[src/rtl/scroll_pkg.sv]
`default_nettype none
// +----------------------------------------------------------------------+
// | Module  : scroll_pkg                                                 |
// | Brief   : Shared types and constants for the scroll sequencer        |
// | Rev     : 1.0                                                        |
// +----------------------------------------------------------------------+
package scroll_pkg;

    typedef enum logic [1:0] {
        IDLE   = 2'd0,
        LOAD   = 2'd1,
        SCROLL = 2'd2,
        CLEAR  = 2'd3
    } state_t;

    localparam logic [3:0] BLANK_DIGIT    = 4'hF;
    localparam int         NUM_FRAMES     = 7;
    localparam int         DIGITS_PER_MSG = 3;

endpackage
`default_nettype wire

[src/rtl/scroll_fifo.sv]
`default_nettype none
// +----------------------------------------------------------------------+
// | Module  : scroll_fifo                                                |
// | Brief   : Synchronous digit FIFO with flush, full/empty and count    |
// | Rev     : 1.0                                                        |
// +----------------------------------------------------------------------+
module scroll_fifo #(
    parameter int FIFO_DEPTH = 8
) (
    input  logic                        clk,
    input  logic                        rst,
    input  logic                        flush,
    input  logic                        push,
    input  logic                        pop,
    input  logic [3:0]                  wdata,
    output logic [3:0]                  rdata,
    output logic                        full,
    output logic                        empty,
    output logic [$clog2(FIFO_DEPTH):0] count
);

    localparam int AW = $clog2(FIFO_DEPTH);

    logic [3:0]    mem_q [FIFO_DEPTH];
    logic [AW-1:0] wptr_q;
    logic [AW-1:0] rptr_q;
    logic [AW:0]   count_q;
    logic          w_push;
    logic          w_pop;

    assign full   = (count_q == (AW+1)'(FIFO_DEPTH));
    assign empty  = (count_q == '0);
    assign count  = count_q;
    assign rdata  = mem_q[rptr_q];
    assign w_push = push && !full;
    assign w_pop  = pop && !empty;

    always_ff @(posedge clk) begin
        if (w_push && !rst && !flush) begin
            mem_q[wptr_q] <= wdata;
        end
    end

    always_ff @(posedge clk) begin
        if (rst || flush) begin
            wptr_q  <= '0;
            rptr_q  <= '0;
            count_q <= '0;
        end else begin
            if (w_push) begin
                wptr_q <= wptr_q + AW'(1);
            end
            if (w_pop) begin
                rptr_q <= rptr_q + AW'(1);
            end
            case ({w_push, w_pop})
                2'b10:   count_q <= count_q + (AW+1)'(1);
                2'b01:   count_q <= count_q - (AW+1)'(1);
                default: count_q <= count_q;
            endcase
        end
    end

endmodule
`default_nettype wire

[src/rtl/scroll_ctrl.sv]
`default_nettype none
// +----------------------------------------------------------------------+
// | Module  : scroll_ctrl                                                |
// | Brief   : Buffers digits, loads 3-digit messages and paces a 7-frame |
// |           scroll pass. SCROLL_CTRL_LOOP_EN replays the last message. |
// | Rev     : 1.0                                                        |
// +----------------------------------------------------------------------+
module scroll_ctrl
    import scroll_pkg::*;
#(
    parameter int TICK_DIV   = 25_000_000,
    parameter int FIFO_DEPTH = 8
) (
    input  logic       clk,
    input  logic       rst,
    input  logic [3:0] in_dec,
    input  logic       in_valid,
    output logic       in_ready,
    input  logic       abort,
    output logic [3:0] dec,
    output logic       rd,
    output logic       clean,
    output logic       frame_tick,
    output logic [2:0] frame_idx,
    output logic       busy,
    output logic       done
);

    localparam int             TW         = $clog2(TICK_DIV);
    localparam int             CW         = $clog2(FIFO_DEPTH) + 1;
    localparam logic [TW-1:0]  TICK_LAST  = TW'(TICK_DIV - 1);
    localparam logic [2:0]     FRAME_LAST = 3'(NUM_FRAMES - 1);
    localparam logic [CW-1:0]  MSG_CNT    = CW'(DIGITS_PER_MSG);
    localparam logic [1:0]     LOAD_GAP   = 2'(DIGITS_PER_MSG);

    state_t        state_q, state_d;
    logic [1:0]    load_k_q, load_k_d;
    logic [TW-1:0] tick_q, tick_d;
    logic [2:0]    frame_q, frame_d;
    logic [3:0]    dec_q, dec_d;
    logic          aborted_q, aborted_d;

    logic          w_full;
    logic          w_empty;
    logic [CW-1:0] w_count;
    logic [3:0]    w_rdata;
    logic          w_push;
    logic          w_pop;
    logic          w_have_msg;

    // Space is judged on the pre-cycle count; an abort drops the push.
    assign in_ready   = !w_full;
    assign w_push     = in_valid && in_ready && !abort;
    assign w_have_msg = (w_count >= MSG_CNT);

    scroll_fifo #(
        .FIFO_DEPTH (FIFO_DEPTH)
    ) u_fifo (
        .clk   (clk),
        .rst   (rst),
        .flush (abort),
        .push  (w_push),
        .pop   (w_pop),
        .wdata (in_dec),
        .rdata (w_rdata),
        .full  (w_full),
        .empty (w_empty),
        .count (w_count)
    );

    always_comb begin
        state_d    = state_q;
        load_k_d   = load_k_q;
        tick_d     = tick_q;
        frame_d    = frame_q;
        dec_d      = dec_q;
        aborted_d  = 1'b0;
        rd         = 1'b0;
        clean      = 1'b0;
        done       = 1'b0;
        frame_tick = 1'b0;
        w_pop      = 1'b0;

        case (state_q)
            IDLE: begin
                if (w_have_msg) begin
                    state_d  = LOAD;
                    load_k_d = 2'd0;
                end
            end
            LOAD: begin
                if (load_k_q != LOAD_GAP) begin
                    rd       = 1'b1;
                    w_pop    = !w_empty;
                    dec_d    = w_rdata;
                    load_k_d = load_k_q + 2'd1;
                end else begin
                    state_d = SCROLL;
                    tick_d  = '0;
                    frame_d = 3'd0;
                end
            end
            SCROLL: begin
                if (tick_q == TICK_LAST) begin
                    frame_tick = 1'b1;
                    tick_d     = '0;
                    if (frame_q == FRAME_LAST) begin
                        frame_d = 3'd0;
                        state_d = CLEAR;
                    end else begin
                        frame_d = frame_q + 3'd1;
                    end
                end else begin
                    tick_d = tick_q + TW'(1);
                end
            end
            CLEAR: begin
                clean    = 1'b1;
                done     = !aborted_q;
                load_k_d = 2'd0;
                if (w_have_msg) begin
                    state_d = LOAD;
                end else begin
`ifdef SCROLL_CTRL_LOOP_EN
                    // Replay: the scroller still holds the last message.
                    if (!aborted_q) begin
                        clean   = 1'b0;
                        state_d = SCROLL;
                        tick_d  = '0;
                        frame_d = 3'd0;
                    end else begin
                        state_d = IDLE;
                    end
`else
                    state_d = IDLE;
`endif
                end
            end
            default: state_d = IDLE;
        endcase

        if (abort) begin
            state_d   = CLEAR;
            aborted_d = 1'b1;
            rd        = 1'b0;
            w_pop     = 1'b0;
            dec_d     = dec_q;
            load_k_d  = 2'd0;
            tick_d    = '0;
            frame_d   = 3'd0;
        end
    end

    always_ff @(posedge clk) begin
        if (rst) begin
            state_q   <= IDLE;
            load_k_q  <= 2'd0;
            tick_q    <= '0;
            frame_q   <= 3'd0;
            dec_q     <= BLANK_DIGIT;
            aborted_q <= 1'b0;
        end else begin
            state_q   <= state_d;
            load_k_q  <= load_k_d;
            tick_q    <= tick_d;
            frame_q   <= frame_d;
            dec_q     <= dec_d;
            aborted_q <= aborted_d;
        end
    end

    assign dec       = dec_q;
    assign frame_idx = frame_q;
    assign busy      = (state_q != IDLE);

endmodule
`default_nettype wire

[config.mk]
export PLATFORM = sky130hd
export DESIGN_NAME = scroll_ctrl
export DESIGN_NICKNAME = d
export VERILOG_FILES = /design/src/rtl/scroll_pkg.sv /design/src/rtl/scroll_fifo.sv /design/src/rtl/scroll_ctrl.sv
export SDC_FILE = /design/constraint.sdc
export NUM_CORES = 1
export LEC_CHECK = 0
export BUFFER_PORTS_ARGS = -buffer_cell sky130_fd_sc_hd__buf_2
export CAP_MARGIN = 30
export CELL_PAD_IN_SITES_DETAIL_PLACEMENT = 1
export CELL_PAD_IN_SITES_GLOBAL_PLACEMENT = 2
export CORE_MARGIN = 8
export CORE_UTILIZATION = 40
export CTS_CLUSTER_DIAMETER = 50
export DETAILED_ROUTE_END_ITERATION = 8
export HOLD_SLACK_MARGIN = 0.08
export PLACE_DENSITY = 0.86
export SKIP_LAST_GASP = 1
export SYNTH_ARGS = -nofsm -noshare
export SYNTH_HDL_FRONTEND = slang
export SYNTH_SLANG_ARGS = --single-unit
export TNS_END_PERCENT = 30
[constraint.sdc]
create_clock -name clk -period 4.9 [get_ports clk]
set_input_delay 0.98 -clock clk [delete_from_list [all_inputs] [get_ports clk]]
set_output_delay 0.98 -clock clk [all_outputs]
set_load 0.02 [all_outputs]
==> results.tsv <==
stage	metric	value	unit
finish	finalInstanceArea	4020	sq um
synth	synthDistinctLibCells	49	
worst_setup_path	crit_start	abort	
synth	ys_warn_count	0	
worst_setup_path	cp.arrival	3470	ps
synth	ys_seq_elements	79	
synth	synth.cell_area	3620	sq um
sta	hold_slack	465	ps
cts	post_cts_buffers	0	
routing	wirelength	7.81	mm
floorplan	coreArea	8760	sq um
grt	grt_usage	13.2	%
worst_setup_path	cp-end-kind	flip-flop	
placement	dp_cells	455	
synth	synth_edf_count	32	
finish	drive_gt1_share	14.0	%
sta	setup_viol	0	
sta	fin_skew	10.2	ps
worst_setup_path	timing.reg2reg.setup_slack	1730	ps
worst_setup_path	endpoint	u_fifo.count[3]$_SDFFE_PP0P_	
run_status	status	complete, no violations	
synth	synth_nets	359	
grt	grt-ovfl-total	0	
worst_setup_path	crit_path_top_delay_cell	or3b_2	
cts	clock-sinks	79	
finish	nNetsFinal	379	
finish	seqCellArea	1900	sq um
worst_setup_path	timing.rr.start	state_q[1]$_SDFFE_PP0P_	
cts	holdBufCountCts	0	
floorplan	die_y	111	microns
worst_setup_path	critPathTopFamily	simple AND/OR/NAND/NOR gates	
sta	min_period	3170	ps
flow_run	max_cap_viol_count	0	
worst_setup_path	cp_common_cell	a21oi_1	
worst_setup_path	start_kind	input pin	
placement	finalWeightedCongestion	0.760	
power_and_ir_drop	max-vdd-ir-drop	0.178	mV
finish	n_fill_cell	977	
sta	tightest_slew	781	ps
finish	final_cells	471	
synth	synth.avg_cell_area	10.7	sq um
worst_setup_path	path_depth	10	
power_and_ir_drop	leakagePower	1.33	nW
floorplan	pin_count	21	
finish	final_util	45.8	%
placement	dpl.hpwl	5.56	mm
sta	period_share	64.8	%
worst_setup_path	critical_path_buf_inv_count	1	
routing	post-route-drc-count	0	
synth	asyncSetResetFlopFracSynth	0	%
floorplan	dieArea	12300	sq um
worst_setup_path	crit_type	in -> reg	
cts	root_buffer	clkbuf_8	
sta	worst_slack	1730	ps
sta	hold_viol_final	0	
routing	via_count	2571	
grt	antenna_found_initial	0	
grt	grt_max_degree	26	
routing	drt_pass1_iterations	4	
worst_setup_path	reg2reg_depth	11	
finish	multiInputGateArea	1620	sq um
sta	rsz0062_at_grt	false	
sta	max_freq	315	MHz
worst_hold_path	hold_class	reg -> reg	
worst_setup_path	required	5190	ps
synth	syn_inst	338	
sta	slew_headroom	47.6	%
synth	synth_top_flop_cell	dfxtp_1	
routing	ant_nets	0	
cts	cts_tree	built	
finish	final_common_cell	dfxtp_1	
routing	viasPerCell	5.46	
placement	io_buffers	20	
floorplan	fp.dieW	111	microns
cts	clk_latency	360	ps
worst_setup_path	cp_cell_sequence	buf_2, or3b_2, a21oi_1, ha_1, ha_1, a21o_1, a21oi_1, xnor2_1, or3_1, a21oi_1	
placement	post-place-ws	1350	ps
routing	wire_per_inst	16.6	microns
floorplan	floorplan.initialDensity	41.3	%
worst_setup_path	slowest_delay	570	ps
power_and_ir_drop	p_per_area	343	nW/um^2
cts	cts.htree.levels	3	
grt	grt_first_pass_wirelength	13.3	mm
floorplan	row_count	34	
worst_setup_path	r2r_end	u_fifo.count[3]$_SDFFE_PP0P_	
cts	cts_resized	0	
routing	first_iter_violations	173	
cts	clock_path_buffers	2	
sta	fin_tns_setup	0	ps
finish	layout_common_cells	dfxtp_1, nor2_1, edfxtp_1	
finish	antennaDiodeCount	0	
worst_setup_path	critPathMaxFanout	10	
power_and_ir_drop	total_power	1.38	mW
cts	cts_buffers	9	
synth	ys_seq_area_share	52.6	%
finish	area_growth	11.1	%
cts	clkSlewWorstSetupHoldPaths	90	ps
placement	dpl_cell_area	3810	sq um
sta	maxSlewViolCount	0	
grt	first_global_vias	2630	
[flip-flops by register name, indices dropped and copies added, names as in the netlist]
signal,flops
frame_idx,3
u_fifo.mem_q,32
tick_q,25
u_fifo.rptr_q,3
load_k_q,2
aborted_q,1
state_q,2
u_fifo.wptr_q,3
u_fifo.count,4
dec,4
[layer usage]
| metal | global-route usage, % | wire length, microns | share of wire, % | up-vias |
|---|---|---|---|---|
| met5 | 0 | 0 | 0 | - |
| met4 | 5.33 | 96 | 1.2 | 0 |
| met3 | 3.03 | 218 | 2.8 | 8 |
| met2 | 20.0 | 3560 | 46 | 30 |
| met1 | 17.6 | 3940 | 50 | 1273 |
| li1 | - | - | - | 1260 |
[worst min path at each step]
stage,start,end,cells after the start
after floorplan,tick_q[1]$_SDFFE_PP0P_,tick_q[1]$_SDFFE_PP0P_,2
after global placement,dec[0]$_SDFFE_PP1P_,dec[0]$_SDFFE_PP1P_,1
after detailed placement,dec[1]$_SDFFE_PP1P_,dec[1]$_SDFFE_PP1P_,1
after CTS,dec[0]$_SDFFE_PP1P_,dec[0]$_SDFFE_PP1P_,1
after global routing,dec[0]$_SDFFE_PP1P_,dec[0]$_SDFFE_PP1P_,1
final,dec[0]$_SDFFE_PP1P_,dec[0]$_SDFFE_PP1P_,1
[where the power goes]
part	switching [mW]	leakage [nW]	total [mW]	internal [mW]
Sequential	0.0113	0.669	0.706	0.695
Combinational	0.0993	0.565	0.154	0.0543
Clock	0.274	0.100	0.520	0.246
[area by class of cell]
class / instances / area share [%]
Sequential cell: 79 / 47.3
Tap cell: 108 / 3.36
Timing Repair Buffer: 21 / 2.68
Inverter: 11 / 1.03
Clock buffer: 9 / 3.08
Multi-Input combinational cell: 236 / 40.4
Clock inverter: 7 / 2.12
[Yosys cell counts, types with 7 or more instances]
master,n,area [sq um]
dfxtp_1,47,941
nor2_1,45,169
edfxtp_1,32,961
nand2_1,29,109
a21oi_1,14,70.1
xor2_1,13,114
ha_1,12,150
xnor2_1,12,105
inv_1,11,41.3
nor4_1,9,56.3
o21ai_0,9,45.0
clkbuf_1,8,30.0
mux4_2,8,180
nand3_1,7,35.0
nand4_1,7,43.8
nor3_1,7,35.0
or3_1,7,43.8
[worst reg2reg max path: stages, from the launching register on]
cell and delay, ps:
dfxtp_1 360, inv_1 110, ha_1 270, or3b_2 590
a21oi_1 360, ha_1 270, ha_1 240, a21o_1 180
a21oi_1 170, xnor2_1 90, or3_1 310, a21oi_1 140
[kinds of logic (layout without fill, tap and decap cells)]
group	after synthesis	after routing	share of synthesized area (%)
XOR/XNOR	25	25	6.06
multiplexers	15	15	6.95
AO/OA/AOI/OAI	44	44	7.85
buffers and inverters	23	48	2.53
AND/OR/NAND/NOR	139	139	19.3
flip-flops	79	79	52.6
adder cells (fa/ha/maj)	13	13	4.71
No activity file was read; power rests on OpenSTA's default activity.
